**src/rtl/blink_pkg.sv**
```systemverilog
`default_nettype none
// ============================================================================
// Module      : blink_pkg
// Description : Shared types and constants for the turn-signal command
//               generator: sequencer states, step type, one-hot commands.
// Revision    : 1.0 - initial release
// ============================================================================
package blink_pkg;

    // Sequencer states; a sequence is IDLE tick plus three SEQ ticks
    typedef enum logic [1:0] {
        IDLE      = 2'd0,
        LEFT_SEQ  = 2'd1,
        RIGHT_SEQ = 2'd2
    } state_t;

    // Step counter inside a sequence (1..3 while in a SEQ state)
    typedef logic [1:0] step_t;

    localparam step_t STEP_FIRST = 2'd1;
    localparam step_t STEP_LAST  = 2'd3;

    // One-hot command encoding: bit0 noop, bit1 left, bit2 right
    localparam logic [2:0] CMD_NOOP  = 3'b001;
    localparam logic [2:0] CMD_LEFT  = 3'b010;
    localparam logic [2:0] CMD_RIGHT = 3'b100;

endpackage : blink_pkg
`default_nettype wire

```
**src/rtl/blink_debounce.sv**
```systemverilog
`default_nettype none
// ============================================================================
// Module      : blink_debounce
// Description : Two-flop synchroniser followed by a level debouncer. The
//               debounced level follows the synchronised input only after
//               it has disagreed for DEBOUNCE_CYCLES consecutive cycles.
// Revision    : 1.0 - initial release
// ============================================================================
module blink_debounce #(
    parameter int DEBOUNCE_CYCLES = 250_000
) (
    input  logic clk,
    input  logic rst_n,
    input  logic i_btn,
    output logic o_db
);

    localparam int CW = (DEBOUNCE_CYCLES > 1) ? $clog2(DEBOUNCE_CYCLES) : 1;
    localparam logic [CW-1:0] C_CNT_LAST = CW'(DEBOUNCE_CYCLES - 1);

    logic          r_sync1;
    logic          r_sync2;
    logic          r_db;
    logic [CW-1:0] r_cnt;

    // Bring the raw asynchronous button into the clock domain
    always_ff @(posedge clk or negedge rst_n) begin
        if (!rst_n) begin
            r_sync1 <= 1'b0;
            r_sync2 <= 1'b0;
        end else begin
            r_sync1 <= i_btn;
            r_sync2 <= r_sync1;
        end
    end

    // Count consecutive disagreeing samples; flip the level on the last one
    always_ff @(posedge clk or negedge rst_n) begin
        if (!rst_n) begin
            r_db  <= 1'b0;
            r_cnt <= '0;
        end else if (r_sync2 != r_db) begin
            if (r_cnt == C_CNT_LAST) begin
                r_db  <= r_sync2;
                r_cnt <= '0;
            end else begin
                r_cnt <= r_cnt + 1'b1;
            end
        end else begin
            r_cnt <= '0;
        end
    end

    assign o_db = r_db;

endmodule : blink_debounce
`default_nettype wire

```
**src/rtl/blink_command_gen.sv**
```systemverilog
`default_nettype none
// ============================================================================
// Module      : blink_command_gen
// Description : Debounces the left/right buttons, divides clk into a blink
//               tick and issues exactly one command (left/right/noop) per
//               tick so the downstream lamp state walks a 4-tick sequence.
// Revision    : 1.0 - initial release
// ============================================================================
module blink_command_gen
    import blink_pkg::*;
#(
    parameter int TICK_DIV        = 12_500_000,
    parameter int DEBOUNCE_CYCLES = 250_000
) (
    input  logic clk,
    input  logic rst_n,
    input  logic btn_left,
    input  logic btn_right,
    output logic tick_o,
    output logic c_left,
    output logic c_right,
    output logic c_noop,
    output logic busy_o
);

    localparam int PW = $clog2(TICK_DIV);
    localparam logic [PW-1:0] C_PRESC_LAST = PW'(TICK_DIV - 1);

    logic          w_db_left;
    logic          w_db_right;
    logic [PW-1:0] r_presc;
    logic          w_tick_int;
    state_t        r_state;
    state_t        w_state_nxt;
    step_t         r_step;
    step_t         w_step_nxt;
    logic [2:0]    w_cmd;
    logic [2:0]    r_cmd;
    logic          r_tick;

    blink_debounce #(
        .DEBOUNCE_CYCLES (DEBOUNCE_CYCLES)
    ) u_db_left (
        .clk   (clk),
        .rst_n (rst_n),
        .i_btn (btn_left),
        .o_db  (w_db_left)
    );

    blink_debounce #(
        .DEBOUNCE_CYCLES (DEBOUNCE_CYCLES)
    ) u_db_right (
        .clk   (clk),
        .rst_n (rst_n),
        .i_btn (btn_right),
        .o_db  (w_db_right)
    );

    // Free-running prescaler 0..TICK_DIV-1
    always_ff @(posedge clk or negedge rst_n) begin
        if (!rst_n) begin
            r_presc <= '0;
        end else if (r_presc == C_PRESC_LAST) begin
            r_presc <= '0;
        end else begin
            r_presc <= r_presc + 1'b1;
        end
    end

    assign w_tick_int = (r_presc == C_PRESC_LAST);

    // Sequencer state register, updated on the edge that registers the command
    always_ff @(posedge clk or negedge rst_n) begin
        if (!rst_n) begin
            r_state <= IDLE;
            r_step  <= '0;
        end else begin
            r_state <= w_state_nxt;
            r_step  <= w_step_nxt;
        end
    end

    // Next-state and command selection; only acts on the internal tick
    always_comb begin
        w_state_nxt = r_state;
        w_step_nxt  = r_step;
        w_cmd       = CMD_NOOP;
        if (w_tick_int) begin
            case (r_state)
                IDLE: begin
                    if (w_db_left && !w_db_right) begin
                        w_cmd       = CMD_LEFT;
                        w_state_nxt = LEFT_SEQ;
                        w_step_nxt  = STEP_FIRST;
                    end else if (w_db_right && !w_db_left) begin
                        w_cmd       = CMD_RIGHT;
                        w_state_nxt = RIGHT_SEQ;
                        w_step_nxt  = STEP_FIRST;
                    end
                end
                LEFT_SEQ: begin
                    if (r_step == STEP_LAST) begin
                        w_state_nxt = IDLE;
                        w_step_nxt  = '0;
                    end else begin
                        if (w_db_left) begin
                            w_cmd = CMD_LEFT;
                        end
                        w_step_nxt = r_step + 2'd1;
                    end
                end
                RIGHT_SEQ: begin
                    if (r_step == STEP_LAST) begin
                        w_state_nxt = IDLE;
                        w_step_nxt  = '0;
                    end else begin
                        if (w_db_right) begin
                            w_cmd = CMD_RIGHT;
                        end
                        w_step_nxt = r_step + 2'd1;
                    end
                end
                default: begin
                    w_state_nxt = IDLE;
                    w_step_nxt  = '0;
                end
            endcase
        end
    end

    // Registered strobe and command; commands are forced low between ticks
    always_ff @(posedge clk or negedge rst_n) begin
        if (!rst_n) begin
            r_tick <= 1'b0;
            r_cmd  <= '0;
        end else begin
            r_tick <= w_tick_int;
            r_cmd  <= w_tick_int ? w_cmd : 3'b000;
        end
    end

    assign tick_o  = r_tick;
    assign c_noop  = r_cmd[0];
    assign c_left  = r_cmd[1];
    assign c_right = r_cmd[2];
    assign busy_o  = (r_state != IDLE);

endmodule : blink_command_gen
`default_nettype wire

```
**config.mk**
```make
export PLATFORM = sky130hd
export DESIGN_NAME = blink_command_gen
export DESIGN_NICKNAME = d
export VERILOG_FILES = /design/src/rtl/blink_pkg.sv /design/src/rtl/blink_debounce.sv /design/src/rtl/blink_command_gen.sv
export SDC_FILE = /design/constraint.sdc
export NUM_CORES = 1
export LEC_CHECK = 0
export CORE_MARGIN = 4
export CORE_UTILIZATION = 45
export DETAILED_ROUTE_END_ITERATION = 12
export HOLD_SLACK_MARGIN = 0.05
export PLACE_DENSITY = 0.62
export SLEW_MARGIN = 20
export SYNTH_ARGS = -nofsm -noshare
export SYNTH_HDL_FRONTEND = slang
export SYNTH_SLANG_ARGS = --single-unit
```
**constraint.sdc**
```tcl
create_clock -name clk -period 2.5 [get_ports clk]
set_input_delay 0.625 -clock clk [delete_from_list [all_inputs] [get_ports clk]]
set_output_delay 0.625 -clock clk [all_outputs]
set_load 0.05 [all_outputs]
```
==> flow_metrics.env, run 1 <==
export IMPL_status="completed"
export IMPL_area_growth_synth_to_final_pct=12.6
export IMPL_cp_start_kind="flip-flop"
export IMPL_leakage_uw=0.00174
export IMPL_setup_tns_final_ns=0
export IMPL_synth_seq_cells=74
export IMPL_grt_first_pass_wirelength_um=10600
export IMPL_cts_tree="yes"
export IMPL_max_freq_mhz=472
export IMPL_ff2ff_path_depth=6
export IMPL_async_flop_share_pct=100
export IMPL_fin_util_pct=53.2
export IMPL_post_drt_wl_per_cell_um=12.8
export IMPL_antenna_found_initial=0
export IMPL_clock_latency_ns=0.34
export IMPL_ys_types=38
export IMPL_syn_avg_cell_area_um2=10.2
export IMPL_grt_pass1_vias=2336
export IMPL_cp_slowest_cell="dfrtp_1"
export IMPL_relSlewSlack_pct=57.7
export IMPL_slowest_delay_ns=0.43
export IMPL_antenna_violating_nets_post_route=0
export IMPL_dr_pass1_iters=4
export IMPL_wirelength_um=5910
export IMPL_rsz0062_at_grt="false"
export IMPL_clkSinkCount=74
export IMPL_synth_ff_type="dfrtp_1"
export IMPL_worstPathCellList="inv_1, ha_1, inv_1, buf_4"
export IMPL_synth_most_common_cell="dfrtp_1"
export IMPL_period_share_pct=84.8
export IMPL_num_nets_final=372
export IMPL_io_pins=9
export IMPL_diodes=0
export IMPL_cts_root_buf="clkbuf_8"
export IMPL_drt_iter0_drc=116
export IMPL_htreeDepth=3
export IMPL_postSynthCellCount=340
export IMPL_drc=0
export IMPL_path_depth=4
export IMPL_numPortBuffers=8
export IMPL_grt_start_max_net_pins=34
export IMPL_endpoint_kind="output pin"
export IMPL_start_util_pct=47.2
export IMPL_core_area_um2=7370
export IMPL_ys_warn_count=0
export IMPL_cts_made_buffers=9
export IMPL_die_y_um=96.0
export IMPL_cp_required_ns=1.88
export IMPL_nFillCells=675
export IMPL_dieArea_um2=9210
export IMPL_cp_top_family="buffers and inverters"
export IMPL_seq_area_frac_synth_pct=53.2
export IMPL_synth_edf_count=0
export IMPL_finalClockSkew_ns=0.00696
export IMPL_grt_usage_pct=14.9
export IMPL_max_cap_viol_count=0
export IMPL_slew_violations=0
export IMPL_yosys_top_cells_area="dfrtp_1 (53%), xor2_1 (6.5%), xnor2_1 (6.0%)"
export IMPL_finalSetupViolations=0
export IMPL_gp_congestion=0.811
export IMPL_via_count=2371
export IMPL_crit_buf_inv=3
export IMPL_synth_common_cells="dfrtp_1 (74), nor2_1 (54), nand3_1 (29)"
export IMPL_path_max_fanout=7
export IMPL_arrival_ns=1.49
export IMPL_cts_setup_buffers=0
export IMPL_overflow=0
export IMPL_p_per_area_nw_per_um2=579
export IMPL_regArea_um2=1850
export IMPL_syn_nets=354
export IMPL_hpwl_um=4180
export IMPL_cp_common_cell="inv_1"
export IMPL_cts_hold_buf=0
export IMPL_cts_clk_slew_worst_paths_ns=0.07
export IMPL_hold_path_class="input port to async pin"
export IMPL_hold_viol=0
export IMPL_cts_buffer_depth=2
export IMPL_yosys_area_top_type="dfrtp_1"
export IMPL_yosys_area_top_type_share_pct=53.2
export IMPL_ir_drop_uv=322
export IMPL_die_w_um=96.0
export IMPL_via_per_inst=5.13
export IMPL_tightest_slew_ns=0.629
export IMPL_netlist_area_um2=3480
export IMPL_rows=31
export IMPL_finalCriticalPeriod_ns=2.12
export IMPL_critPathKind="flip-flop to output pin"
export IMPL_multiInputGateArea_um2=1550
export IMPL_drive_gt1_share_pct=7.71
export IMPL_cts_resized=0
layout make-up:
class,count,area share [%]
clock buffers,11,3.60
clock inverters,5,1.98
inverters,13,1.24
multi-input cells,246,39.4
flip-flops and latches,74,47.2
well taps,99,3.16
repair buffers,14,3.38
worst register-to-register path, cell delays in order, from the launching register on:
cell	delay, ns
dfrtp_1	0.42
or4_1	0.55
nor4_2	0.28
nand3_2	0.21
inv_2	0.14
nand2_1	0.07
mux2_4	0.30
flip-flops by register name (all words and copies together), names as in the netlist:
name	count
r_cmd	3
r_presc	24
r_state	2
r_step	2
tick_o	1
u_db_left.o_db	1
u_db_left.r_cnt	18
u_db_left.r_sync1	1
u_db_left.r_sync2	1
u_db_right.o_db	1
u_db_right.r_cnt	18
u_db_right.r_sync1	1
u_db_right.r_sync2	1
layout by cell type, fill, tap and decap left out, types with 3 or more instances in the layout:
cell | netlist | layout
and3_1 | 9 | 9
and4_1 | 8 | 8
buf_4 | 1 | 7
clkbuf_8 | 0 | 10
clkdlybuf4s50_1 | 0 | 6
dfrtp_1 | 74 | 74
ha_1 | 10 | 10
inv_1 | 12 | 12
nand2_1 | 25 | 25
nand3_1 | 29 | 29
nand3b_1 | 3 | 3
nand4_1 | 7 | 7
nor2_1 | 54 | 54
nor3_1 | 9 | 9
nor4_1 | 7 | 7
nor4b_1 | 3 | 3
o21ai_0 | 9 | 9
xnor2_1 | 24 | 24
xor2_1 | 26 | 26
per-stage QoR:
step                instances  hold slack (ns)  setup slack, ns  total power, uW  area [um^2]
global placement          446            0.336            0.450             1300         3700
finish                    462            0.220            0.381             2270         3920
floorplan                 340            0.329            0.603             1260         3480
global route              462            0.240            0.290             2380         3920
CTS                       462            0.214            0.372             2320         3920
detailed placement        446            0.340            0.425             1300         3700
metal layers:
metal  GRT usage (%)  part of all wire, %
met5               0                    0
met4            4.98                 0.93
met3            4.93                  3.4
met1            20.8                   53
met2            21.9                   43
cell families after synthesis:
group | Yosys count | synth area share (%)
buffers and inverters | 20 | 2.41
muxes | 1 | 0.431
AOI/OAI and AO/OA | 19 | 3.56
DFF | 74 | 53.2
xor gates and xnor gates | 50 | 12.6
adders and majority gates | 10 | 3.59
and+or+nand+nor | 166 | 24.3
final timing paths:
path | startpoint | end | slack [ns]
setup / recovery | r_state[0] | busy_o | 0.38
min in group clk | u_db_left.r_sync1 | u_db_left.r_sync2 | 0.36
max in group asynchronous | rst_n | u_db_right.r_cnt[5] | 1.72
hold / removal | rst_n | u_db_left.r_cnt[10] | 0.22
hold reg to reg | u_db_left.r_sync1 | u_db_left.r_sync2 | 0.36
setup reg to reg | r_presc[6] | r_step[1] | 0.42
power breakdown:
group          total (uW)  switching [uW]  internal (uW)  leakage (uW)
clock                1000             415            586      0.000109
sequential           1210            7.33           1210       0.00101
combinational        56.7            38.9           17.8      0.000624
(Power assumes the default switching activity.)
==> run 2, diff against run 1 <==
Clock period 2.5 ns to 1.98 ns, I/O delays scaled along.
==> flow_metrics.env, run 2 (same netlist as run 1, synthesis figures left out) <==
export IMPL_largest_reg_flops=24
export IMPL_setup_tns_final_ns=0
export IMPL_finalCriticalPeriod_ns=1.97
export IMPL_via_per_inst=5.10
export IMPL_post_drt_wl_per_cell_um=13.3
export IMPL_grt_pass1_vias=2353
export IMPL_critPathKind="flip-flop to flip-flop"
export IMPL_max_freq_mhz=507
export IMPL_clkSinkCount=74
export IMPL_path_max_fanout=4
export IMPL_cts_tree="yes"
export IMPL_grt_start_max_net_pins=29
export IMPL_grt_first_pass_wirelength_um=10800
export IMPL_drt_iter0_drc=89
export IMPL_gp_congestion=0.802
export IMPL_diodes=0
export IMPL_slew_violations=0
export IMPL_drive_gt1_share_pct=11.8
export IMPL_power_uw=2960
export IMPL_p_per_area_nw_per_um2=724
export IMPL_antenna_violating_nets_post_route=0
export IMPL_drc=0
export IMPL_slowest_delay_ns=0.55
export IMPL_cp_required_ns=2.21
export IMPL_cts_root_buf="clkbuf_8"
export IMPL_period_share_pct=99.6
export IMPL_worstPathCellList="or4_4, nor4_4, nand3_2, inv_2, nand2_2, mux2_4"
export IMPL_dieArea_um2=9210
export IMPL_relSlewSlack_pct=66.3
export IMPL_rows=31
export IMPL_max_cap_viol_count=0
export IMPL_hpwl_um=4330
export IMPL_cp_slowest_cell="or4_4"
export IMPL_tightest_slew_ns=0.504
export IMPL_nFillCells=658
export IMPL_rsz0062_at_grt="true"
export IMPL_ir_drop_uv=712
export IMPL_arrival_ns=2.20
export IMPL_htreeDepth=3
export IMPL_core_area_um2=7370
export IMPL_cts_setup_buffers=0
export IMPL_cts_clk_slew_worst_paths_ns=0.08
export IMPL_antenna_found_initial=0
export IMPL_grt_usage_pct=15.1
export IMPL_final_cell_mix="dfrtp_1 (74), nor2_1 (54), nand3_1 (29)"
export IMPL_status="completed"
export IMPL_overflow=0
export IMPL_finalSetupViolations=0
export IMPL_cts_made_buffers=9
export IMPL_cp_start_kind="flip-flop"
export IMPL_numPortBuffers=8
export IMPL_finalClockSkew_ns=0.0101
export IMPL_wirelength_um=6290
export IMPL_largest_registers="r_presc x24, u_db_left.r_cnt x18, u_db_right.r_cnt x18"
export IMPL_num_nets_final=383
export IMPL_clock_latency_ns=0.34
export IMPL_top_register="r_presc"
export IMPL_layout_commonest_cell="dfrtp_1"
export IMPL_die_w_um=96.0
export IMPL_leakage_uw=0.00187
export IMPL_hold_viol=0
export IMPL_dr_pass1_iters=4
export IMPL_endpoint_kind="flip-flop"
export IMPL_io_pins=9
export IMPL_start_util_pct=47.2
export IMPL_area_growth_synth_to_final_pct=17.3
export IMPL_cts_buffer_depth=2
export IMPL_via_count=2412
export IMPL_hold_path_class="input port to async pin"
export IMPL_die_y_um=96.0
## run 2: metrics by stage
step / instance area [um^2] / cells / utilization, % / hold WS [ns] / setup slack, ns
3_3_place_gp: 3800 / 457 / 51.5 / 0.334 / 0.0898
4_1_cts: 4040 / 473 / 54.8 / 0.0556 / -0.0333
3_5_place_dp: 3800 / 457 / 51.5 / 0.336 / -0.0287
5_1_grt: 4090 / 473 / 55.4 / 0.0531 / -0.0947
2_1_floorplan: 3480 / 340 / - / 0.199 / 0.0826
6_report: 4090 / 473 / 55.4 / 0.0601 / 0.00869
## run 2: final timing paths
kind / from / endpoint / slack, ns / depth (start not counted)
worst max-delay path: r_presc[8] / r_step[1] / 0.009 / 6
worst min-delay path: rst_n / u_db_left.r_cnt[11] / 0.06 / 1
worst max register to register: r_presc[8] / r_step[1] / 0.009 / 6
worst min register to register: u_db_right.r_sync1 / u_db_right.r_sync2 / 0.37 / 0
max in group asynchronous: rst_n / u_db_right.r_sync2 / 1.41 / 2
min in group clk: u_db_right.r_sync1 / u_db_right.r_sync2 / 0.37 / 0
## run 2: layout make-up
| class | count | area, um^2 | share of cell area (%) |
|---|---|---|---|
| Clock buffer | 10 | 138 | 3.37 |
| Clock inverter | 6 | 97.6 | 2.39 |
| Inverter | 13 | 48.8 | 1.19 |
| Multi-Input combinational cell | 246 | 1590 | 38.9 |
| Sequential cell | 74 | 1850 | 45.3 |
| Tap cell | 99 | 124 | 3.03 |
| Timing Repair Buffer | 25 | 238 | 5.82 |
## run 2: timing repair
action / CTS / global route
setup endpoints to repair: 4 / 10
pin swaps: 2 / 5
hold buffers: 0 / 0
endpoints found under the hold margin: 0 / 0
cloned: 0 / 0
resized for setup: 2 / 10
## run 2: metal layers
metal  vias to the layer above  track usage (%)  part of all wire (%)
met5                         -                0                     0
met4                         0             4.62                  0.62
met3                         4             4.69                   3.1
met2                        27             22.6                    45
met1                      1160             20.8                    52
li1                       1221                -                     -
## run 2: power by group
part / internal, uW / switching, uW
logic: 23.7 / 50.1
registers: 1520 / 9.95
clock network: 761 / 588
## run 2: critical path, delay by kind of cell (launching register included)
family | cells | cell delay, ns
muxes | 1 | 0.29
DFF | 1 | 0.38
and+or+nand+nor | 4 | 1.07
buffers and inverters | 1 | 0.12
